<file path="src/rtl/accel_spi_pkg.sv">
// Shared constants, command layout and FSM encoding for the accelerometer SPI responder.
package accel_spi_pkg;

    localparam logic [5:0] DEVID_ADDR      = 6'h00;
    localparam logic [5:0] INT_ENABLE_ADDR = 6'h2E;
    localparam logic [5:0] INT_SOURCE_ADDR = 6'h30;
    localparam logic [5:0] DATAX0_ADDR     = 6'h32;

    // DEVID, INT_SOURCE, DATAX0..DATAZ1 and 0x39 ignore master writes
    localparam logic [63:0] RO_MASK = (64'h1  << DEVID_ADDR)
                                    | (64'h1  << INT_SOURCE_ADDR)
                                    | (64'h3F << DATAX0_ADDR)
                                    | (64'h1  << 6'h39);

    typedef enum logic [1:0] {IDLE, CMD, WDATA, RDATA} spi_state_e;

    typedef struct packed {
        logic       rw;
        logic       mb;
        logic [5:0] addr;
    } spi_cmd_t;

    function automatic logic is_data_addr(input logic [5:0] a);
        return (a >= DATAX0_ADDR) && (a <= DATAX0_ADDR + 6'd5);
    endfunction

endpackage

</file>
<file path="src/rtl/accel_spi_responder_if.sv">
// 3-wire SPI pad bundle between the bus master and the responder.
interface accel_spi_responder_if;
    logic spi_sclk;
    logic spi_cs_n;
    logic spi_sdio_in;
    logic spi_sdio_out;
    logic spi_sdio_oe;

    modport master (output spi_sclk, spi_cs_n, spi_sdio_in,
                    input  spi_sdio_out, spi_sdio_oe);
    modport slave  (input  spi_sclk, spi_cs_n, spi_sdio_in,
                    output spi_sdio_out, spi_sdio_oe);
endinterface

</file>
<file path="src/rtl/spi_edge_sync.sv">
// Multi-flop synchronizer with single-cycle rise/fall pulses on the synchronized level.
module spi_edge_sync #(
    parameter int   STAGES = 2,
    parameter logic INIT   = 1'b1
) (
    input  logic clk,
    input  logic rst_n,
    input  logic d,
    output logic rise,
    output logic fall
);
    logic [STAGES-1:0] sync_q;
    logic              prev_q;

    always_ff @(posedge clk or negedge rst_n) begin
        if (!rst_n) begin
            sync_q <= {STAGES{INIT}};
            prev_q <= INIT;
        end else begin
            sync_q <= {sync_q[STAGES-2:0], d};
            prev_q <= sync_q[STAGES-1];
        end
    end

    assign rise =  sync_q[STAGES-1] & ~prev_q;
    assign fall = ~sync_q[STAGES-1] &  prev_q;
endmodule

</file>
<file path="src/rtl/accel_spi_responder.sv">
// Mode-3 3-wire SPI slave emulating the accelerometer register map with injected samples.
module accel_spi_responder
    import accel_spi_pkg::*;
#(
    parameter int         SYNC_STAGES = 2,
    parameter logic [7:0] DEVID       = 8'hE5
) (
    input  logic                  clk_clk,
    input  logic                  reset_reset_n,
    accel_spi_responder_if.slave  spi,
    input  logic [15:0]           sample_x,
    input  logic [15:0]           sample_y,
    input  logic [15:0]           sample_z,
    input  logic                  sample_valid,
    output logic                  int_out
);
    spi_state_e          state, state_nxt;
    spi_cmd_t            cmd_in;
    logic [SYNC_STAGES-1:0] sdio_sync;
    logic                sdio_s, sclk_rise, sclk_fall, cs_rise, cs_fall;
    logic [2:0]          bit_cnt;
    logic [6:0]          shifter;
    logic [7:0]          shift_in_word, rd_byte;
    logic [5:0]          cur_addr, addr_nxt;
    logic                mb_q, sdio_out_q, oe_q;
    logic [63:0][7:0]    regs;
    logic [47:0]         pend_buf;
    logic                pend, cs_idle, copy_smp;
    logic                shift_rx, cmd_done, wr_byte, rd_load, rd_shift;

    spi_edge_sync #(.STAGES(SYNC_STAGES), .INIT(1'b1)) u_sclk_sync (
        .clk(clk_clk), .rst_n(reset_reset_n), .d(spi.spi_sclk), .rise(sclk_rise), .fall(sclk_fall));
    spi_edge_sync #(.STAGES(SYNC_STAGES), .INIT(1'b1)) u_cs_sync (
        .clk(clk_clk), .rst_n(reset_reset_n), .d(spi.spi_cs_n), .rise(cs_rise), .fall(cs_fall));

    always_ff @(posedge clk_clk or negedge reset_reset_n) begin
        if (!reset_reset_n) sdio_sync <= '1;
        else                sdio_sync <= {sdio_sync[SYNC_STAGES-2:0], spi.spi_sdio_in};
    end

    assign sdio_s        = sdio_sync[SYNC_STAGES-1];
    assign shift_in_word = {shifter, sdio_s};
    assign cmd_in        = spi_cmd_t'(shift_in_word);
    assign rd_byte       = regs[cur_addr];
    assign addr_nxt      = mb_q ? cur_addr + 6'd1 : cur_addr;
    // IDLE tracks synced cs_n high, so sclk edges outside a frame never reach the shifter
    assign cs_idle       = (state == IDLE);
    assign copy_smp      = cs_idle && pend;

    always_ff @(posedge clk_clk or negedge reset_reset_n) begin
        if (!reset_reset_n) state <= IDLE;
        else                state <= state_nxt;
    end

    always_comb begin
        state_nxt = state;
        shift_rx  = 1'b0;
        cmd_done  = 1'b0;
        wr_byte   = 1'b0;
        rd_load   = 1'b0;
        rd_shift  = 1'b0;
        if (cs_rise) begin
            state_nxt = IDLE;
        end else begin
            case (state)
                IDLE:  if (cs_fall) state_nxt = CMD;
                CMD: if (sclk_rise) begin
                    shift_rx = 1'b1;
                    if (bit_cnt == 3'd7) begin
                        cmd_done  = 1'b1;
                        state_nxt = cmd_in.rw ? RDATA : WDATA;
                    end
                end
                WDATA: if (sclk_rise) begin
                    shift_rx = 1'b1;
                    wr_byte  = (bit_cnt == 3'd7);
                end
                RDATA: if (sclk_fall) begin
                    rd_load  = (bit_cnt == 3'd0);
                    rd_shift = (bit_cnt != 3'd0);
                end
                default: state_nxt = IDLE;
            endcase
        end
    end

    always_ff @(posedge clk_clk or negedge reset_reset_n) begin
        if (!reset_reset_n) begin
            bit_cnt    <= '0;
            shifter    <= '0;
            cur_addr   <= '0;
            mb_q       <= 1'b0;
            sdio_out_q <= 1'b1;
            oe_q       <= 1'b0;
            regs       <= '0;
            regs[DEVID_ADDR] <= DEVID;
            pend_buf   <= '0;
            pend       <= 1'b0;
            int_out    <= 1'b0;
        end else begin
            if (cs_rise) begin
                oe_q    <= 1'b0;
                bit_cnt <= '0;
            end else if (cs_idle && cs_fall) begin
                bit_cnt <= '0;
            end else if (shift_rx) begin
                shifter <= shift_in_word[6:0];
                bit_cnt <= bit_cnt + 3'd1;
            end else if (rd_load) begin
                shifter    <= rd_byte[6:0];
                sdio_out_q <= rd_byte[7];
                oe_q       <= 1'b1;
                bit_cnt    <= 3'd1;
            end else if (rd_shift) begin
                sdio_out_q <= shifter[6];
                shifter    <= {shifter[5:0], 1'b0};
                bit_cnt    <= bit_cnt + 3'd1;
            end

            if (cmd_done) begin
                cur_addr <= cmd_in.addr;
                mb_q     <= cmd_in.mb;
            end
            if (wr_byte) begin
                if (!RO_MASK[cur_addr]) regs[cur_addr] <= shift_in_word;
                cur_addr <= addr_nxt;
            end
            if (rd_load) begin
                cur_addr <= addr_nxt;
                if (is_data_addr(cur_addr)) regs[INT_SOURCE_ADDR][7] <= 1'b0;
            end
            // Whole sample lands in one cycle, only between frames, so bursts stay coherent
            if (copy_smp) begin
                regs[DATAX0_ADDR +: 6]   <= pend_buf;
                regs[INT_SOURCE_ADDR][7] <= 1'b1;
            end

            if (sample_valid) begin
                pend_buf <= {sample_z, sample_y, sample_x};
                pend     <= 1'b1;
            end else if (copy_smp) begin
                pend     <= 1'b0;
            end

            int_out <= |(regs[INT_SOURCE_ADDR] & regs[INT_ENABLE_ADDR]);
        end
    end

    assign spi.spi_sdio_out = sdio_out_q;
    assign spi.spi_sdio_oe  = oe_q;
endmodule

</file>
<file path="src/flat_wrapper.sv">
// flat-port wrapper written by rule: the top's interface ports become plain ports
module accel_spi_responder_flat import accel_spi_pkg::*;
#(
    parameter int         SYNC_STAGES = 2,
    parameter logic [7:0] DEVID       = 8'hE5
)
  (clk_clk, reset_reset_n, sample_x, sample_y, sample_z, sample_valid, int_out, spi_spi_sclk, spi_spi_cs_n, spi_spi_sdio_in, spi_spi_sdio_out, spi_spi_sdio_oe);
  accel_spi_responder_if spi_i ();
  input  logic clk_clk;
  input  logic reset_reset_n;
  input  logic [15:0] sample_x;
  input  logic [15:0] sample_y;
  input  logic [15:0] sample_z;
  input  logic sample_valid;
  output logic int_out;
  input wire logic [$bits(spi_i.spi_sclk)-1:0] spi_spi_sclk;
  input wire logic [$bits(spi_i.spi_cs_n)-1:0] spi_spi_cs_n;
  input wire logic [$bits(spi_i.spi_sdio_in)-1:0] spi_spi_sdio_in;
  output wire logic [$bits(spi_i.spi_sdio_out)-1:0] spi_spi_sdio_out;
  output wire logic [$bits(spi_i.spi_sdio_oe)-1:0] spi_spi_sdio_oe;
  assign spi_i.spi_sclk = spi_spi_sclk;
  assign spi_i.spi_cs_n = spi_spi_cs_n;
  assign spi_i.spi_sdio_in = spi_spi_sdio_in;
  assign spi_spi_sdio_out = spi_i.spi_sdio_out;
  assign spi_spi_sdio_oe = spi_i.spi_sdio_oe;
  accel_spi_responder #(.SYNC_STAGES(SYNC_STAGES), .DEVID(DEVID)) u_core (.clk_clk(clk_clk), .reset_reset_n(reset_reset_n), .spi(spi_i), .sample_x(sample_x), .sample_y(sample_y), .sample_z(sample_z), .sample_valid(sample_valid), .int_out(int_out));
endmodule
</file>
<file path="config.mk">
export PLATFORM = sky130hd
export DESIGN_NAME = accel_spi_responder_flat
export DESIGN_NICKNAME = d
export VERILOG_FILES = /design/src/rtl/accel_spi_pkg.sv /design/src/rtl/accel_spi_responder_if.sv /design/src/rtl/spi_edge_sync.sv /design/src/rtl/accel_spi_responder.sv /design/src/flat_wrapper.sv
export SDC_FILE = /design/constraint.sdc
export NUM_CORES = 1
export LEC_CHECK = 0
export ABC_AREA = 1
export BUFFER_PORTS_ARGS = -buffer_cell sky130_fd_sc_hd__buf_2
export CAP_MARGIN = 20
export CELL_PAD_IN_SITES_DETAIL_PLACEMENT = 2
export CELL_PAD_IN_SITES_GLOBAL_PLACEMENT = 2
export CORE_MARGIN = 3
export CORE_UTILIZATION = 34
export DETAILED_ROUTE_END_ITERATION = 7
export PLACE_DENSITY = 0.75
export SLEW_MARGIN = 20
export SYNTH_ARGS = -nofsm -noshare
export SYNTH_HDL_FRONTEND = slang
export SYNTH_SLANG_ARGS = --single-unit
</file>
<file path="constraint.sdc">
create_clock -name clk_clk -period 2.7 [get_ports clk_clk]
set_input_delay 0.405 -clock clk_clk [delete_from_list [all_inputs] [get_ports clk_clk]]
set_output_delay 0.405 -clock clk_clk [all_outputs]
set_load 0.01 [all_outputs]
</file>
==> metrics.md, run 1 <==
| Metric | Value |
|---|---|
| Num CTS Buffers | `70` |
| Root Buffer | `clkbuf_16` |
| Worst Hold Class | `in -> reg` |
| Clock Path Buffers | `3` |
| Cell Area, Synth | `0.0273 mm²` |
| Initial Utilization | `34.4%` |
| Crit path kind | `reg -> reg` |
| # Max-Cap Violations | `0` |
| Total GRT Usage | `24.9%` |
| Post-Place Cells | `4437` |
| Top post-synthesis cells by area | `dfrtp_1, nand2_1, o21ai_0` |
| Setup TNS | `0 ns` |
| Ys flop type | `dfrtp_1` |
| DP Wirelength | `65.3 mm` |
| WP buf/inv | `3` |
| Register area share after synthesis | `54.3%` |
| Die width | `289 µm` |
| Vias/cell | `5.37` |
| RSZ-0062 raised after global routing | `false` |
| Critical Path RT | `3.25 ns` |
| Most frequent CP cell | `nand2_1` |
| R2R setup slack | `0.13 ns` |
| Synth Net Count | `3509` |
| Max VDD drop | `410 µV` |
| Synth cell types | `39` |
| First-pass GRT wire length | `163 mm` |
| WL final | `103 mm` |
| Final period util | `95.3%` |
| Nets | `3567` |
| Cell family with most CP delay | `buffers and inverters` |
| LEAKAGE | `14.8 nW` |
| Slowest-stage cell, CP | `dfrtp_4` |
| R2r worst-path depth | `15` |
| Clk_lat worst skew | `0.62 ns` |
| Clock sinks | `591` |
| Tot Pwr | `22.6 mW` |
| Synth top area share | `52.9%` |
| Synth cell count leaders | `nand2_1, o21ai_0, dfrtp_1` |
| Hold Startpoint | `sample_x[8]` |
| Hold Fails Final Rpt | `0` |
| Placed Area | `0.0292 mm²` |
| Endpoint, Worst Hold | `u_core.pend_buf[8]` |
| Vias after detailed routing | `24757` |
| DP Worst Slack | `0.126 ns` |
| Cells after Synth | `3445` |
| Pwr dens | `707 mW/mm²` |
| Crit start category | `flop` |
| CTS clk-pin slew, worst paths | `0.06 ns` |
| Finished layout cell area | `0.0320 mm²` |
| Vias in the first global route | `27801` |
| Setup ws final | `0.127 ns` |
| Final Skew | `0.0198 ns` |
| Drt drc | `0` |
| Slew @ Worst Pin | `0.761 ns` |
| Core area | `0.0793 mm²` |
| Final setup viols | `0` |
| Avg Synthesized Cell Area | `7.92 µm²` |
| IO Port Bufs | `56` |
| Pre-antenna DRT Iters | `5` |
| Critical Path, Cell by Cell | `buf_12, buf_12, buf_4, nand2_1, nand2_1, nand2_1, nand2_1, nand2_1, nand2_1, nand2_1, a21oi_1, nor2_1, nand2_1, nand2_1, nand2_1` |
| Count leader, synth | `nand2_1` |
| Reg2reg end | `u_core.shifter[6]` |
| GPL Wtd Cong | `0.860` |
| CP peak stage delay | `0.52 ns` |
| Synth-to-Final Area Change | `17.1%` |
| Largest net degree at the start of global routing | `98` |
| Rows | `103` |
| Layout cell share with drive strength beyond 1 | `10.3%` |
| Grt total ovfl | `0` |
| CTS tree | `built` |
| Routed len/inst | `22.4 µm` |
| Die area | `0.0837 mm²` |
| ANT nets after route | `0` |
| Arrival @ worst endpoint | `3.12 ns` |
| Synth Register Bits | `591` |
| Rel. slew slack | `49.3%` |
| Crit path time final | `2.57 ns` |
| Filler instances | `8897` |
| Crit path max fanout | `53` |
| Drt initial violations | `1462` |
| Fmax achieved | `389 MHz` |
| FFs w/ async S/R, synth | `100%` |
| Ports | `57` |
| Status | `finished clean` |
| Final Slew Violations | `0` |
| Worst Hold Path Cells | `3` |
| Fin cells | `4612` |
| Post-synth EDFFs | `0` |
| Warnings, synthesis | `0` |
| Crit end category | `flop` |
| H-tree Lvls | `3` |
| Initial antenna violation count | `3` |
| Reg2reg start | `u_core.cur_addr[0]` |
| Die Y | `289 µm` |
| Post-synth top area cell | `dfrtp_1` |
-- how the worst max path moves through the flow --
stage | end | slack [ns] | cells past startpoint | from
2_1_floorplan | u_core.regs[86] | 0.08 | 15 | u_core.cur_addr[1]
3_3_place_gp | u_core.shifter[2] | 0.18 | 11 | u_core.cur_addr[0]
6_report | u_core.shifter[6] | 0.13 | 15 | u_core.cur_addr[0]
5_1_grt | u_core.shifter[5] | 0.0004 | 11 | u_core.cur_addr[2]
4_1_cts | u_core.shifter[2] | 0.05 | 11 | u_core.cur_addr[0]
3_5_place_dp | u_core.shifter[2] | 0.13 | 11 | u_core.cur_addr[0]
-- repair_timing --
action | 4_1_cts | 5_1_grt
hold endpoints to repair | 89 | 0
endpoints found under the setup margin | 0 | 6
buffers inserted | 0 | 2
resized for setup | 0 | 6
hold buffers | 41 | 0
-- kinds of logic (layout without fill, tap and decap cells) --
group | after synthesis | in the layout | synth area share, %
simple gates | 1644 | 1644 | 24.0
compound gates | 796 | 796 | 15.3
buf+inv | 401 | 515 | 5.92
xor+xnor | 3 | 3 | 0.0963
flops | 591 | 591 | 54.3
fa+ha+maj | 10 | 10 | 0.459
other cells | 0 | 3 | 0
-- stage by stage --
step                      hold slack [ns]  utilization [%]
after floorplan                     0.109                -
after global placement              0.350             36.8
after detailed placement            0.347             36.8
after CTS                        0.000190             40.2
after global routing               0.0141             40.3
final                              0.0202             40.3
-- sequential cells by signal, summed over array words and instances, names as in the netlist --
signal                     count
u_core.bit_cnt                 3
u_core.cur_addr                6
u_core.int_out                 1
u_core.mb_q                    1
u_core.pend                    1
u_core.pend_buf               48
u_core.regs                  512
u_core.sdio_sync               2
u_core.shifter                 7
u_core.spi.spi_sdio_oe         1
u_core.spi.spi_sdio_out        1
u_core.state                   2
u_core.u_cs_sync.prev_q        1
u_core.u_cs_sync.sync_q        2
u_core.u_sclk_sync.prev_q      1
u_core.u_sclk_sync.sync_q      2
-- layout by cell type (no fill, tap or decap), types with 15 or more instances in the layout --
| master | synthesis | layout |
|---|---|---|
| nand3_1 | 110 | 110 |
| o21ai_0 | 622 | 619 |
| dlygate4sd3_1 | 0 | 41 |
| inv_1 | 157 | 147 |
| buf_2 | 52 | 55 |
| buf_12 | 0 | 24 |
| clkbuf_1 | 166 | 23 |
| o21ai_1 | 27 | 30 |
| nor2_1 | 141 | 138 |
| dfrtp_1 | 577 | 575 |
| o211ai_1 | 31 | 31 |
| a21oi_1 | 76 | 76 |
| clkbuf_16 | 0 | 74 |
| nand2_1 | 1321 | 1320 |
| buf_4 | 1 | 98 |
| nand4_1 | 31 | 31 |
| or2_2 | 15 | 15 |
-- layer usage --
layer | vias to the layer above | part of all wire [%] | track usage, %
li1 | 11228 | - | -
met1 | 12926 | 43 | 31.3
met2 | 396 | 49 | 42.9
met3 | 205 | 3.3 | 3.76
met4 | 2 | 3.7 | 9.63
met5 | - | 0.011 | 0
-- area by class of cell --
cell class	instances	area [µm²]	share of cell area, %
clock inverter	18	209	0.654
inverter	165	634	1.98
clock buffer	110	2110	6.59
tap	1050	1310	4.11
sequential	591	14800	46.3
timing repair buffer	222	2000	6.25
antenna	3	7.51	0.0235
multi-input combinational	2453	10900	34.0
-- tightest hold or removal path, cell delays in order --
cell and delay (ns):
buf_2 0.08, nand2_1 0.06, nand2_1 0.06
-- power breakdown --
| part | internal, mW | switching, mW | total, mW |
|---|---|---|---|
| clock | 5.75 | 3.93 | 9.68 |
| combinational | 0.753 | 2.41 | 3.17 |
| sequential | 9.37 | 0.387 | 9.75 |
No activity file was read; power rests on OpenSTA's default activity.
==> run 2, diff against run 1 <==
--- a/config.mk
+++ b/config.mk
@@ -13,7 +13,7 @@
 export CORE_MARGIN = 3
 export CORE_UTILIZATION = 34
 export DETAILED_ROUTE_END_ITERATION = 7
-export PLACE_DENSITY = 0.75
+export PLACE_DENSITY_LB_ADDON = 0.1
 export SLEW_MARGIN = 20
 export SYNTH_ARGS = -nofsm -noshare
 export SYNTH_HDL_FRONTEND = slang
==> metrics.md, run 2 (same netlist as run 1, synthesis figures left out) <==
| Metric | Value |
|---|---|
| Status | `finished clean (unchanged)` |
| Initial Utilization | `34.4% (unchanged)` |
| Worst-case hold slack | `0.0255 ns (was 0.0202 ns)` |
| Num CTS Buffers | `71 (was 70)` |
| Reg2reg end | `u_core.shifter[4] (was u_core.shifter[6])` |
| Ports | `57 (unchanged)` |
| End of the critical path | `u_core.shifter[4] (was u_core.shifter[6])` |
| Slew @ Worst Pin | `0.704 ns (was 0.761 ns)` |
| Reg power frac | `42.7% (was 43.2%)` |
| Most frequent cells in the layout | `nand2_1, o21ai_0, dfrtp_1, inv_1, nor2_1 (unchanged)` |
| Combinational share of power | `14.1% (was 14.0%)` |
| R2r worst-path depth | `11 (was 15)` |
| Clk_lat worst skew | `0.62 ns (about the same)` |
| Rel. slew slack | `53.0% (was 49.3%)` |
| Synth-to-Final Area Change | `18.4% (was 17.1%)` |
| ANT nets after route | `0 (unchanged)` |
| Top Registers | `u_core.regs x512, u_core.pend_buf x48, u_core.shifter x7 (unchanged)` |
| Clock Path Buffers | `3 (unchanged)` |
| Arrival @ worst endpoint | `3.09 ns (was 3.12 ns)` |
| WL final | `103 mm (about the same)` |
| First-pass GRT wire length | `162 mm (was 163 mm)` |
| Layout cell share with drive strength beyond 1 | `11.3% (was 10.3%)` |
| Clock sinks | `591 (unchanged)` |
| Vias in the first global route | `27444 (was 27801)` |
| Total GRT Usage | `24.9% (about the same)` |
| Die width | `289 µm (unchanged)` |
| Switching share of power | `29.7% (was 29.8%)` |
| Reg with most FFs | `u_core.regs (unchanged)` |
| Die Y | `289 µm (unchanged)` |
| WP buf/inv | `2 (was 3)` |
| Critical Path, Cell by Cell | `buf_12, nor2_4, buf_12, o211ai_1, nand2_1, o21ai_0, nand3_1, nor2_1, nand2_1, nand2_1, nand2_1 (was buf_12, buf_12, buf_4, nand2_1, nand2_1, nand2_1, nand2_1, nand2_1, nand2_1, nand2_1, a21oi_1, nor2_1, nand2_1, nand2_1, nand2_1)` |
| Core area | `0.0793 mm² (unchanged)` |
| DP Wirelength | `67.1 mm (was 65.3 mm)` |
| Worst Hold Class | `in -> reg (unchanged)` |
| Pwr dens | `706 mW/mm² (was 707 mW/mm²)` |
| Post-Place Cells | `4471 (was 4437)` |
| Fmax achieved | `386 MHz (was 389 MHz)` |
| Final setup viols | `0 (unchanged)` |
| Crit end category | `flop (unchanged)` |
| Drt drc | `0 (unchanged)` |
| IO Port Bufs | `56 (unchanged)` |
| # Max-Cap Violations | `0 (unchanged)` |
| Setup ws final | `0.108 ns (was 0.127 ns)` |
| Max reg flops | `512 (unchanged)` |
| Final Slew Violations | `0 (unchanged)` |
| Drt initial violations | `1204 (was 1462)` |
| Area occupied by multi-input gates | `0.0109 mm² (about the same)` |
| RSZ-0062 raised after global routing | `false (unchanged)` |
| Vias/cell | `5.28 (was 5.37)` |
| R2R setup slack | `0.11 ns (was 0.13 ns)` |
| Largest net degree at the start of global routing | `86 (was 98)` |
| Pre-antenna DRT Iters | `5 (unchanged)` |
| Most frequent CP cell | `nand2_1 (unchanged)` |
| Crit start category | `flop (unchanged)` |
| Hold Startpoint | `sample_z[5] (was sample_x[8])` |
| Routed len/inst | `22.2 µm (was 22.4 µm)` |
| WP depth | `11 (was 15)` |
| Antenna diodes | `0 (was 3)` |
| Critical Path RT | `3.20 ns (was 3.25 ns)` |
| Crit path kind | `reg -> reg (unchanged)` |
| Cell family with most CP delay | `simple AND/OR/NAND/NOR gates (was buffers and inverters)` |
| CP peak stage delay | `0.56 ns (was 0.52 ns)` |
| Sw power | `6.77 mW (was 6.73 mW)` |
| Area occupied by registers | `0.0148 mm² (unchanged)` |
| Reg2reg start | `u_core.cur_addr[1] (was u_core.cur_addr[0])` |
| Nets | `3602 (was 3567)` |
| Final period util | `96.0% (was 95.3%)` |
| Internal | `16.0 mW (was 15.9 mW)` |
| DP Worst Slack | `0.00793 ns (was 0.126 ns)` |
| Root Buffer | `clkbuf_16 (unchanged)` |
| Filler instances | `8892 (was 8897)` |
| Fin cells | `4645 (was 4612)` |
| Rows | `103 (unchanged)` |
| Crit path time final | `2.59 ns (was 2.57 ns)` |
| Slowest-stage cell, CP | `o21ai_0 (was dfrtp_4)` |
| Max VDD drop | `486 µV (was 410 µV)` |
| Crit path max fanout | `48 (was 53)` |
| H-tree Lvls | `3 (unchanged)` |
| Initial antenna violation count | `4 (was 3)` |
| Grt total ovfl | `0 (unchanged)` |
| LEAKAGE | `15.0 nW (was 14.8 nW)` |
| Die area | `0.0837 mm² (unchanged)` |
| Leading cell type in the layout, fill and taps excluded | `nand2_1 (unchanged)` |
| Critical path origin | `u_core.cur_addr[1] (was u_core.cur_addr[0])` |
| Vias after detailed routing | `24531 (was 24757)` |
| CTS tree | `built (unchanged)` |
| GPL Wtd Cong | `0.835 (was 0.860)` |
| Setup TNS | `0 ns (unchanged)` |
| CTS clk-pin slew, worst paths | `0.06 ns (about the same)` |
| Clk pwr share | `43.2% (was 42.8%)` |
| Hold Fails Final Rpt | `0 (unchanged)` |
| Final Skew | `0.0269 ns (was 0.0198 ns)` |
==> run 2: cell types whose count changed in the layout (fill, tap and decap cells not counted), sizes merged <==
cell	change
diode	-3
buf	+32
bufinv	-1
inv	-2
clkinv	+3
dlygate4sd3	+3
clkbuf	+2
clkinvlp	-1
==> run 2: layer usage <==
layer	vias to the layer above	routed length (µm)	global-route usage [%]
met1	12717	45900	32.4
met3	172	3170	3.34
met5	-	0	0
li1	11285	-	-
met4	0	3310	7.94
met2	357	50500	43.1
==> run 2: worst min path at each step <==
stage / to / slack, ns / depth (start not counted)
2_1_floorplan: u_core.bit_cnt[0] / 0.11 / 0
3_3_place_gp: u_core.sdio_sync[1] / 0.35 / 0
3_5_place_dp: u_core.u_cs_sync.sync_q[1] / 0.35 / 0
4_1_cts: u_core.pend_buf[38] / 0.0006 / 3
5_1_grt: u_core.pend_buf[44] / 0.005 / 3
6_report: u_core.pend_buf[37] / 0.03 / 3
==> run 2: final cells by class <==
class / count / area share [%]
tap: 1050 / 4.07
inverter: 165 / 1.96
clock inverter: 17 / 0.554
sequential: 591 / 45.8
timing repair buffer: 256 / 7.05
multi-input combinational: 2453 / 33.7
clock buffer: 113 / 6.86
==> run 2: tightest hold or removal path: stages <==
cell,delay [ns]
buf_2,0.08
nand2_1,0.04
o21ai_0,0.06
==> run 2: metrics by stage <==
| stage | area (µm²) | power (mW) | util, % |
|---|---|---|---|
| 3_5_place_dp | 29500 | 13.1 | 37.2 |
| 4_1_cts | 32300 | 23.2 | 40.8 |
| 6_report | 32300 | 22.8 | 40.8 |
| 2_1_floorplan | 27300 | 11.4 | - |
| 5_1_grt | 32300 | 23.9 | 40.8 |
| 3_3_place_gp | 29500 | 13.0 | 37.2 |
==> run 2: what timing repair did <==
item,4_1_cts,5_1_grt
buffers inserted,0,0
setup endpoints to repair,0,51
hold buffers,44,0
resized for setup,0,4
hold endpoints to repair,85,0
==> run 2: power groups by stage <==
stage	combinational, mW	clock (mW)	sequential, mW
after floorplan	1.62	0	9.74
after global placement	3.08	0	9.88
after detailed placement	3.20	0	9.89
after CTS	3.27	10.2	9.74
after global routing	3.61	10.5	9.80
final	3.21	9.86	9.75
